### src/rtl/div_seq_if.sv
// Handshake bundle for div_seq: operand channel (in_*, A, B) and result channel (out_*, Q, R, flags).
interface div_seq_if #(
  parameter int SIZE = 8
) ();
  logic                       in_valid;
  logic                       in_ready;
  logic signed [2*SIZE-1:0]   A;
  logic signed [SIZE-1:0]     B;
  logic                       out_valid;
  logic                       out_ready;
  logic signed [2*SIZE-1:0]   Q;
  logic signed [SIZE-1:0]     R;
  logic                       div_zero;
  logic                       ovf;

  modport master (
    output in_valid, A, B, out_ready,
    input  in_ready, out_valid, Q, R, div_zero, ovf
  );

  modport slave (
    input  in_valid, A, B, out_ready,
    output in_ready, out_valid, Q, R, div_zero, ovf
  );
endinterface

### src/rtl/div_seq.sv
// Sequential signed divider, 2*SIZE-bit dividend by SIZE-bit divisor, one quotient bit per cycle.
// Truncates toward zero; divide-by-zero and min/-1 saturate and bypass the iteration.
module div_seq #(
  parameter int SIZE = 8
) (
  input logic     clk,
  input logic     resetn,
  div_seq_if.slave bus
);
  localparam int W  = 2 * SIZE;
  localparam int CW = $clog2(W);

  typedef enum logic [1:0] {
    IDLE,
    CALC,
    FIX,
    DONE
  } state_t;

  state_t state, state_nxt;

  logic                  sign_a, sign_b;
  logic [W-1:0]          dvd;
  logic [W-1:0]          quo;
  logic [SIZE:0]         mag_b;
  logic [SIZE:0]         rem;
  logic [CW-1:0]         cnt;
  logic signed [W-1:0]   q_reg;
  logic signed [SIZE-1:0] r_reg;
  logic                  dz_reg, ovf_reg;

  logic                  accept;
  logic                  b_zero, a_min_b_neg1;
  logic [W-1:0]          abs_a;
  logic [SIZE:0]         b_ext, abs_b;
  logic [SIZE:0]         trial, trial_diff;
  logic                  trial_ge;

  // Operand decode
  always_comb begin
    accept       = bus.in_valid && bus.in_ready;
    abs_a        = bus.A[W-1] ? (~bus.A + W'(1)) : bus.A;
    b_ext        = {bus.B[SIZE-1], bus.B};
    abs_b        = bus.B[SIZE-1] ? (~b_ext + (SIZE+1)'(1)) : b_ext;
    b_zero       = (bus.B == '0);
    a_min_b_neg1 = (bus.A == {1'b1, {(W-1){1'b0}}}) && (bus.B == '1);
  end

  // Restoring step; rem[SIZE] stands in for the bit shifted out of the low bits,
  // which forces the subtract and keeps the difference exact modulo 2^(SIZE+1).
  always_comb begin
    trial      = {rem[SIZE-1:0], dvd[W-1]};
    trial_ge   = rem[SIZE] || (trial >= mag_b);
    trial_diff = trial - mag_b;
  end

  always_ff @(posedge clk or negedge resetn) begin
    if (!resetn) state <= IDLE;
    else         state <= state_nxt;
  end

  always_comb begin
    state_nxt = state;
    unique case (state)
      IDLE: if (accept) state_nxt = (b_zero || a_min_b_neg1) ? DONE : CALC;
      CALC: if (cnt == '0) state_nxt = FIX;
      FIX:  state_nxt = DONE;
      DONE: if (bus.out_ready) state_nxt = IDLE;
      default: state_nxt = IDLE;
    endcase
  end

  always_comb begin
    bus.in_ready  = resetn && (state == IDLE);
    bus.out_valid = (state == DONE);
    bus.Q         = q_reg;
    bus.R         = r_reg;
    bus.div_zero  = dz_reg;
    bus.ovf       = ovf_reg;
  end

  always_ff @(posedge clk or negedge resetn) begin
    if (!resetn) begin
      sign_a  <= 1'b0;
      sign_b  <= 1'b0;
      dvd     <= '0;
      quo     <= '0;
      mag_b   <= '0;
      rem     <= '0;
      cnt     <= '0;
      q_reg   <= '0;
      r_reg   <= '0;
      dz_reg  <= 1'b0;
      ovf_reg <= 1'b0;
    end else begin
      unique case (state)
        IDLE: begin
          if (accept) begin
            sign_a <= bus.A[W-1];
            sign_b <= bus.B[SIZE-1];
            dvd    <= abs_a;
            mag_b  <= abs_b;
            rem    <= '0;
            quo    <= '0;
            cnt    <= CW'(W - 1);
            if (b_zero) begin
              q_reg  <= bus.A[W-1] ? {1'b1, {(W-1){1'b0}}} : {1'b0, {(W-1){1'b1}}};
              r_reg  <= '0;
              dz_reg <= 1'b1;
            end else if (a_min_b_neg1) begin
              q_reg   <= {1'b0, {(W-1){1'b1}}};
              r_reg   <= '0;
              ovf_reg <= 1'b1;
            end
          end
        end
        CALC: begin
          rem <= trial_ge ? trial_diff : trial;
          quo <= {quo[W-2:0], trial_ge};
          dvd <= {dvd[W-2:0], 1'b0};
          cnt <= cnt - 1'b1;
        end
        FIX: begin
          q_reg <= (sign_a ^ sign_b) ? (~quo + W'(1)) : quo;
          r_reg <= sign_a ? (~rem[SIZE-1:0] + SIZE'(1)) : rem[SIZE-1:0];
        end
        DONE: begin
          if (bus.out_ready) begin
            dz_reg  <= 1'b0;
            ovf_reg <= 1'b0;
          end
        end
        default: ;
      endcase
    end
  end
endmodule

### src/flat_wrapper.sv
// flat-port wrapper written by rule: the top's interface ports become plain ports
module div_seq_flat 
#(
  parameter int SIZE = 8
)
  (clk, resetn, bus_in_valid, bus_A, bus_B, bus_out_ready, bus_in_ready, bus_out_valid, bus_Q, bus_R, bus_div_zero, bus_ovf);
  div_seq_if #(.SIZE(SIZE)) bus_i ();
  input logic clk;
  input logic resetn;
  input wire logic [$bits(bus_i.in_valid)-1:0] bus_in_valid;
  input wire logic [$bits(bus_i.A)-1:0] bus_A;
  input wire logic [$bits(bus_i.B)-1:0] bus_B;
  input wire logic [$bits(bus_i.out_ready)-1:0] bus_out_ready;
  output wire logic [$bits(bus_i.in_ready)-1:0] bus_in_ready;
  output wire logic [$bits(bus_i.out_valid)-1:0] bus_out_valid;
  output wire logic [$bits(bus_i.Q)-1:0] bus_Q;
  output wire logic [$bits(bus_i.R)-1:0] bus_R;
  output wire logic [$bits(bus_i.div_zero)-1:0] bus_div_zero;
  output wire logic [$bits(bus_i.ovf)-1:0] bus_ovf;
  assign bus_i.in_valid = bus_in_valid;
  assign bus_i.A = bus_A;
  assign bus_i.B = bus_B;
  assign bus_i.out_ready = bus_out_ready;
  assign bus_in_ready = bus_i.in_ready;
  assign bus_out_valid = bus_i.out_valid;
  assign bus_Q = bus_i.Q;
  assign bus_R = bus_i.R;
  assign bus_div_zero = bus_i.div_zero;
  assign bus_ovf = bus_i.ovf;
  div_seq #(.SIZE(SIZE)) u_core (.clk(clk), .resetn(resetn), .bus(bus_i));
endmodule
### config.mk
export PLATFORM = sky130hd
export DESIGN_NAME = div_seq_flat
export DESIGN_NICKNAME = d
export VERILOG_FILES = /design/src/rtl/div_seq_if.sv /design/src/rtl/div_seq.sv /design/src/flat_wrapper.sv
export SDC_FILE = /design/constraint.sdc
export NUM_CORES = 1
export LEC_CHECK = 0
export ABC_AREA = 0
export CAP_MARGIN = 15
export CORE_ASPECT_RATIO = 1.25
export CORE_MARGIN = 2
export CORE_UTILIZATION = 52
export CTS_CLUSTER_DIAMETER = 50
export DETAILED_ROUTE_END_ITERATION = 8
export PLACE_DENSITY_LB_ADDON = 0.12
export SYNTH_ARGS = -nofsm -noshare
export SYNTH_HDL_FRONTEND = slang
export SYNTH_SLANG_ARGS = --single-unit
### constraint.sdc
create_clock -name clk -period 2.1 [get_ports clk]
set_input_delay 0.315 -clock clk [delete_from_list [all_inputs] [get_ports clk]]
set_output_delay 0.315 -clock clk [all_outputs]
set_load 0.01 [all_outputs]
==> impl_results.md, run 1 <==
- Slew Limit Fails: 0
- Mapped Area: 5340 um2
- Max incr delay on CP: about 540 ps
- Layout net count: around 770
- Grt met2 use: 43.4%
- Setup violations, final: 23
- #FFs+latches synth: 84
- Critical path type: input pin to flop
- Post-route cell area: 7180 um2
- Worst-path clk slew: 70 ps
- Dpl hpwl: roughly 10000 um
- Synth Instances: between 500 and 600
- Max clock buf depth: 2
- CTS tree: yes
- Die Area: 11100 um2
- Initial Utilization: 53.1%
- Clk sink count: 84
- Core Util, Final: 71.4%
- Leak: 3.24 nW
- Sequential-to-total area share from yosys stat: between 30% and 40%
- Largest net degree at the start of global routing: 84
- Post-DR wirelength/cell: 15.6 um
- Pwr dens: between 1500 and 2000 nW/um2
- Mapped Avg Cell Area: 9.24 um2
- Iter 0 DRT Violations: 298
- Status: finished, violations left
- Worst Tran Pin Value: 503 ps
- FMAX: 458 MHz
- Die X-Extent: 94.7 um
- Post-synthesis compound-gate area fraction: 21.3%
- GRT met3 Usage: 3.92%
- Xor-xnor portion of the synthesized cell area: 6.89%
- First-pass iteration count of the detailed router: 5
- Routed Antenna Nets: 0
- Vias: 4925
- Class of the worst hold path: input pin to flop
- Worst setup SP type: input pin
- Worst R2R Setup Slack: -30 ps
- Ys flop type: dfrtp_1
- # rows: a little over 40
- I/O pin total: 56
- Tcrit/Tclk final: 104%
- FILL cells: ~750
- Multiplexer share of the synthesized area: under 10%
- Root Buffer: clkbuf_16
- Buf/Inv on CP: 2
- Worst setup margin: -85.5 ps
- Final TNS setup: -1220 ps
- RSZ-0062 raised after global routing: true
- Clock skew: roughly 7.5 ps
- CP arrival: 2410 ps
- Placed cell areas: around 6700 um2
- Synth Area in Simple Gates: 13.5%
- Vias/cell: 5.75
- Synth warnings: 0
- Grt ovf: 0
- Crit path max fanout: 8
- Routability cong.: between 0.8 and 0.9
- Critical Path Sink Type: flop
- Vias in the first global route: 4873
- PortBufs: 55
- Reg area: around 2100 um2
- First-pass GRT wire length: between 20000 and 25000 um
- Adder-Cell Fraction of Synth Area: 4.83%
- Layout area overhead: 34.4%
- Syn_nets: 626
- Die height: about 120 um
- Footprint of the multi-input gates: 3010 um2
- Initial antenna violation count: 1
- Total GRT Usage: 25.4%
- Total Wirelength: 13400 um
- Final Hold Vio Count: 0
- Failing checks: negative setup slack
- DRC viols: 0
- Met1 GRT Util: 32.6%
- Fraction of registers with async set/reset: 100%
- Pwr Total: between 0.01 and 0.015 W
- CP max-delay cell: or4_4
- Min Tclk post-route: 2190 ps
- Layout cell share with drive strength beyond 1: 24.9%
- Req. time, crit path: 2320 ps
- Max cap viols: 0
- Synth cell types: 64
- Slew margin rel.: 66.2%
- Cts bufs inserted: 9
- Post-synth EDFFs: 0
- Max VDD drop: 726 uV
- H-tree levels: 3
- Delay-heaviest family, CP: simple AND/OR/NAND/NOR gates
- GRT Max-Usage Layer: met2
- CP Cell Sequence: buf_6, or4_4, or4b_4, o31a_1, a21oi_4, buf_12, mux2_4
- Largest family of logic cells by synthesized area: compound AO/OA/AOI/OAI gates
- Core Region: 10100 um2
- Clk_lat worst skew: 340 ps
[tightest hold or removal path: stages]
cell and delay (ps):
buf_2 90, buf_4 110, xor2_1 50, o21ai_0 120
[area by class of cell]
| cell class | instances | share of cell area (%) |
|---|---|---|
| Sequential cell | 84 | 29.3 |
| Clock buffer | 10 | 3.19 |
| Multi-Input combinational cell | 409 | 42.0 |
| Inverter | 51 | 2.67 |
| Tap cell | 129 | 2.25 |
| Antenna cell | 1 | 0.0349 |
| Timing Repair Buffer | 166 | 19.9 |
| Clock inverter | 6 | 0.680 |
[worst paths after layout]
kind                                              from                         endpoint  cells after the start
max                                           bus_A[9]      u_core.bus.R[1]$_DFFE_PN0P_                      7
min                                          bus_A[10]       u_core.dvd[10]$_DFFE_PN0P_                      4
max reg2reg                  u_core.quo[8]$_DFFE_PN0P_     u_core.bus.Q[15]$_DFFE_PN0P_                      5
min reg2reg                u_core.mag_b[1]$_DFFE_PN0P_      u_core.mag_b[1]$_DFFE_PN0P_                      2
max in group asynchronous                       resetn      u_core.bus.Q[5]$_DFFE_PN0P_                      4
min in group asynchronous                       resetn  u_core.bus.div_zero$_DFFE_PN0P_                      2
[power by group]
part	switching [W]	internal, W
Sequential	0.000468	0.00224
Combinational	0.00363	0.00366
Clock	0.000665	0.000810
Total	0.00476	0.00671
[cells by family after synthesis]
logic type,after synthesis
buffers and inverters,85
and+or+nand+nor,136
adders and majority gates,20
muxes,40
DFF,84
xor gates and xnor gates,42
AOI/OAI and AO/OA,171
[repair_timing]
item / 4_1_cts / 5_1_grt
hold buffers: 1 / 0
pin swaps: 7 / 5
cloned: 0 / 0
setup endpoints to repair: 29 / 32
buffers inserted: 3 / 2
resized for setup: 33 / 21
endpoints found under the hold margin: 1 / 0
[per-stage QoR]
stage,hold slack (ps),std cells,setup WS (ps)
6_report,385,856,-85.5
5_1_grt,393,856,-117
4_1_cts,379,852,-98.9
3_5_place_dp,115,832,-832
3_3_place_gp,113,832,-794
2_1_floorplan,19.4,578,-265
[routing by layer]
metal / up-vias / wire (um) / share of wire (%)
li1: 2402 / - / -
met1: 2352 / 5540 / 41
met2: 151 / 6930 / 52
met3: 20 / 721 / 5.4
met4: 0 / 208 / 1.6
met5: - / 0 / 0
[placed cells by master (no fill, tap or decap), types with 11 or more instances in the layout]
cell / netlist / layout
buf_4: 0 / 106
dfrtp_1: 84 / 84
inv_1: 51 / 49
nand2_1: 47 / 47
clkdlybuf4s50_1: 0 / 41
a21oi_1: 36 / 35
o21ai_0: 37 / 35
mux2i_1: 26 / 26
xnor2_1: 24 / 24
o22ai_1: 20 / 20
nor2_1: 19 / 18
xor2_1: 18 / 18
ha_1: 19 / 17
a22o_1: 13 / 13
mux2_2: 13 / 11
[synth_stat cells (7+ instances only)]
library cell | n | area, um2
or4_1 | 7 | 52.6
nand2_1 | 47 | 176
o31ai_1 | 9 | 67.6
clkbuf_1 | 28 | 105
mux2_2 | 13 | 146
a22o_1 | 13 | 114
nand3_1 | 8 | 40.0
ha_1 | 19 | 238
a21oi_1 | 36 | 180
mux2i_1 | 26 | 260
xor2_1 | 18 | 158
dfrtp_1 | 84 | 2100
nor3_1 | 7 | 35.0
o21ai_0 | 37 | 185
o41ai_1 | 7 | 61.3
nor2_1 | 19 | 71.3
xnor2_1 | 24 | 210
inv_1 | 51 | 191
a31oi_1 | 7 | 43.8
o22ai_1 | 20 | 125
Note: power is estimated with default switching activity, not from simulation.
==> run 2, diff against run 1 <==
--- a/config.mk
+++ b/config.mk
@@ -6,13 +6,15 @@
 export NUM_CORES = 1
 export LEC_CHECK = 0
 export ABC_AREA = 0
+export ABC_CLOCK_PERIOD_IN_PS = 2100
 export CAP_MARGIN = 15
-export CORE_ASPECT_RATIO = 1.25
+export CORE_ASPECT_RATIO = 1.1
 export CORE_MARGIN = 2
 export CORE_UTILIZATION = 52
 export CTS_CLUSTER_DIAMETER = 50
 export DETAILED_ROUTE_END_ITERATION = 8
 export PLACE_DENSITY_LB_ADDON = 0.12
+export SLEW_MARGIN = 20
 export SYNTH_ARGS = -nofsm -noshare
 export SYNTH_HDL_FRONTEND = slang
 export SYNTH_SLANG_ARGS = --single-unit
==> run 2 against run 1 <==
Against the previous run: the flow still finishes with violations (negative setup slack); via count rose by 0.18%; power grew 3.2%; final cell count is 2.0% lower; register-to-register slack is essentially flat; worst setup slack worse by 18 ps; cell area about the same; sequential share of layout area about the same; clock power shrank 9%; global-route usage increased by 0.59 points; combinational power is 6.7% higher; first-iteration DRC count shrank 9.4%.
==> impl_results.md, run 2 (synthesized netlist as in run 1, its figures left out) <==
- Status: finished, violations left
- Failing checks: negative setup slack
- CP Cell Sequence: buf_6, or4_4, or4b_4, o31a_1, a21oi_4, buf_12, mux2_4
- FILL cells: 753
- I/O pin total: 56
- Post-DR wirelength/cell: 16.6 um
- Worst setup margin: -103 ps
- Die height: about 110 um
- CP max-delay cell: or4_4
- Max cap viols: 0
- Core Util, Final: 72.3%
- First-pass GRT wire length: 22700 um
- Placed cell areas: 6700 um2
- RSZ-0062 raised after global routing: true
- Post-route cell area: 7180 um2
- Vias/cell: 5.88
- Layout net count: 762
- Dpl hpwl: approximately 10000 um
- Critical Path Sink Type: flop
- Max clock buf depth: 2
- Slew margin rel.: 51.1%
- Initial Utilization: 53.8%
- DRC viols: 0
- Core Region: 9940 um2
- Root Buffer: clkbuf_8
- Diodes inserted: 0
- Worst Tran Pin Value: 734 ps
- Worst setup SP type: input pin
- Min Tclk post-route: 2200 ps
- FF-to-FF End: u_core.bus.Q[15]$_DFFE_PN0P_
- Vias in the first global route: just under 5k
- Register-to-Register Path Depth: 5
- Crit path max fanout: 8
- Die X-Extent: 101 um
- Leak: 3.19 nW
- Worst-path clk slew: roughly 90 ps
- Pwr dens: 1650 nW/um2
- Layout cell share with drive strength beyond 1: 25.7%
- Clk sink count: 84
- First-pass iteration count of the detailed router: 5
- Largest net degree at the start of global routing: 84
- CP Launch Point: bus_A[10]
- Routability cong.: 0.852
- H-tree levels: 3
- Cts bufs inserted: 9
- Clock skew: 5.71 ps
- Reg-to-Reg Start: u_core.quo[8]$_DFFE_PN0P_
- Max VDD drop: 866 uV
- Class of the worst hold path: input pin to asynchronous set/reset pin
- Vias: 4934
- Max incr delay on CP: ~540 ps
- # rows: 38
- PortBufs: 55
- Slew Limit Fails: 0
- Critical path type: input pin to flop
- Final Hold Vio Count: 0
- Setup violations, final: 23
- Total GRT Usage: 26.0%
- Total Wirelength: 13900 um
- Tcrit/Tclk final: 105%
- Leading cell type in the layout, fill and taps excluded: buf_4
- CP arrival: 2470 ps
- CTS tree: yes
- Clk_lat worst skew: ~370 ps
- Most frequent cells in the layout: buf_4 (98), dfrtp_1 (84), inv_1 (47), nand2_1 (46), clkdlybuf4s50_1 (41)
- Die Area: 11100 um2
- Initial antenna violation count: 0
- Worst R2R Setup Slack: -40 ps
- Iter 0 DRT Violations: 270
- Grt ovf: 0
- Layout area overhead: 34.5%
- Req. time, crit path: ~2400 ps
- FMAX: 454 MHz
- Routed Antenna Nets: 0
==> run 2: cell count changes in the layout (fill, tap and decap cells not counted), sizes merged <==
cell          before  now
dlymetal6s2s       1    0
bufinv             0    2
inv               52   51
clkbuf            10   12
clkinvlp           3    1
buf              115  107
diode              1    0
dlygate4sd2        6    7
==> run 2: worst max path at each step <==
stage	slack [ps]	endpoint
after floorplan	-260	u_core.bus.Q[0]$_DFFE_PN0P_
after global placement	-800	u_core.bus.R[1]$_DFFE_PN0P_
after detailed placement	-880	u_core.bus.R[6]$_DFFE_PN0P_
after CTS	-130	u_core.bus.Q[13]$_DFFE_PN0P_
after global routing	-150	u_core.bus.Q[12]$_DFFE_PN0P_
final	-100	u_core.bus.Q[13]$_DFFE_PN0P_
==> run 2: stage by stage <==
step                      std cells  worst slack [ps]  TNS (ps)  power (W)  hold WS [ps]
after floorplan                 578              -265     -6080    0.00704          19.4
after global placement          818              -802    -20370    0.00934           115
after detailed placement        818              -876    -22110    0.00959           113
after CTS                       837              -132     -2400     0.0111           335
after global routing            839              -148     -2470     0.0127           313
final                           839              -103     -1680     0.0118           325
==> run 2: worst max-delay path, delay by kind of cell <==
family	cells	cell delay, ps
AO/OA/AOI/OAI	2	550
buffers and inverters	2	260
multiplexers	1	300
AND/OR/NAND/NOR	2	1040
==> run 2: final cells by class <==
type / count / area, um2 / area share (%)
multi-input combinational: 409 / 3140 / 43.7
sequential: 84 / 2100 / 29.3
timing repair buffer: 159 / 1380 / 19.1
inverter: 51 / 191 / 2.67
tap: 120 / 150 / 2.09
clock buffer: 11 / 141 / 1.97
clock inverter: 5 / 85.1 / 1.18
==> run 2: power by group <==
part           total, W  leakage, nW  internal, W  switching, W
clock network   0.00134        0.110     0.000707      0.000633
logic           0.00777         2.06      0.00388       0.00389
registers       0.00272         1.02      0.00224      0.000484
==> run 2: metal layers <==
layer	vias up	global-route usage, %	part of all wire [%]
met5	-	0	0
met4	0	10.8	2.3
met3	29	3.47	4.1
met2	127	44.9	50
met1	2398	32.8	44
li1	2380	-	-
==> run 2: what timing repair did <==
action,CTS,global route
hold buffers,1,0
endpoints found under the setup margin,32,33
setup buffers,1,2
gates resized for setup,39,34
gates cloned,1,0
pin swaps,6,11
hold endpoints to repair,1,0
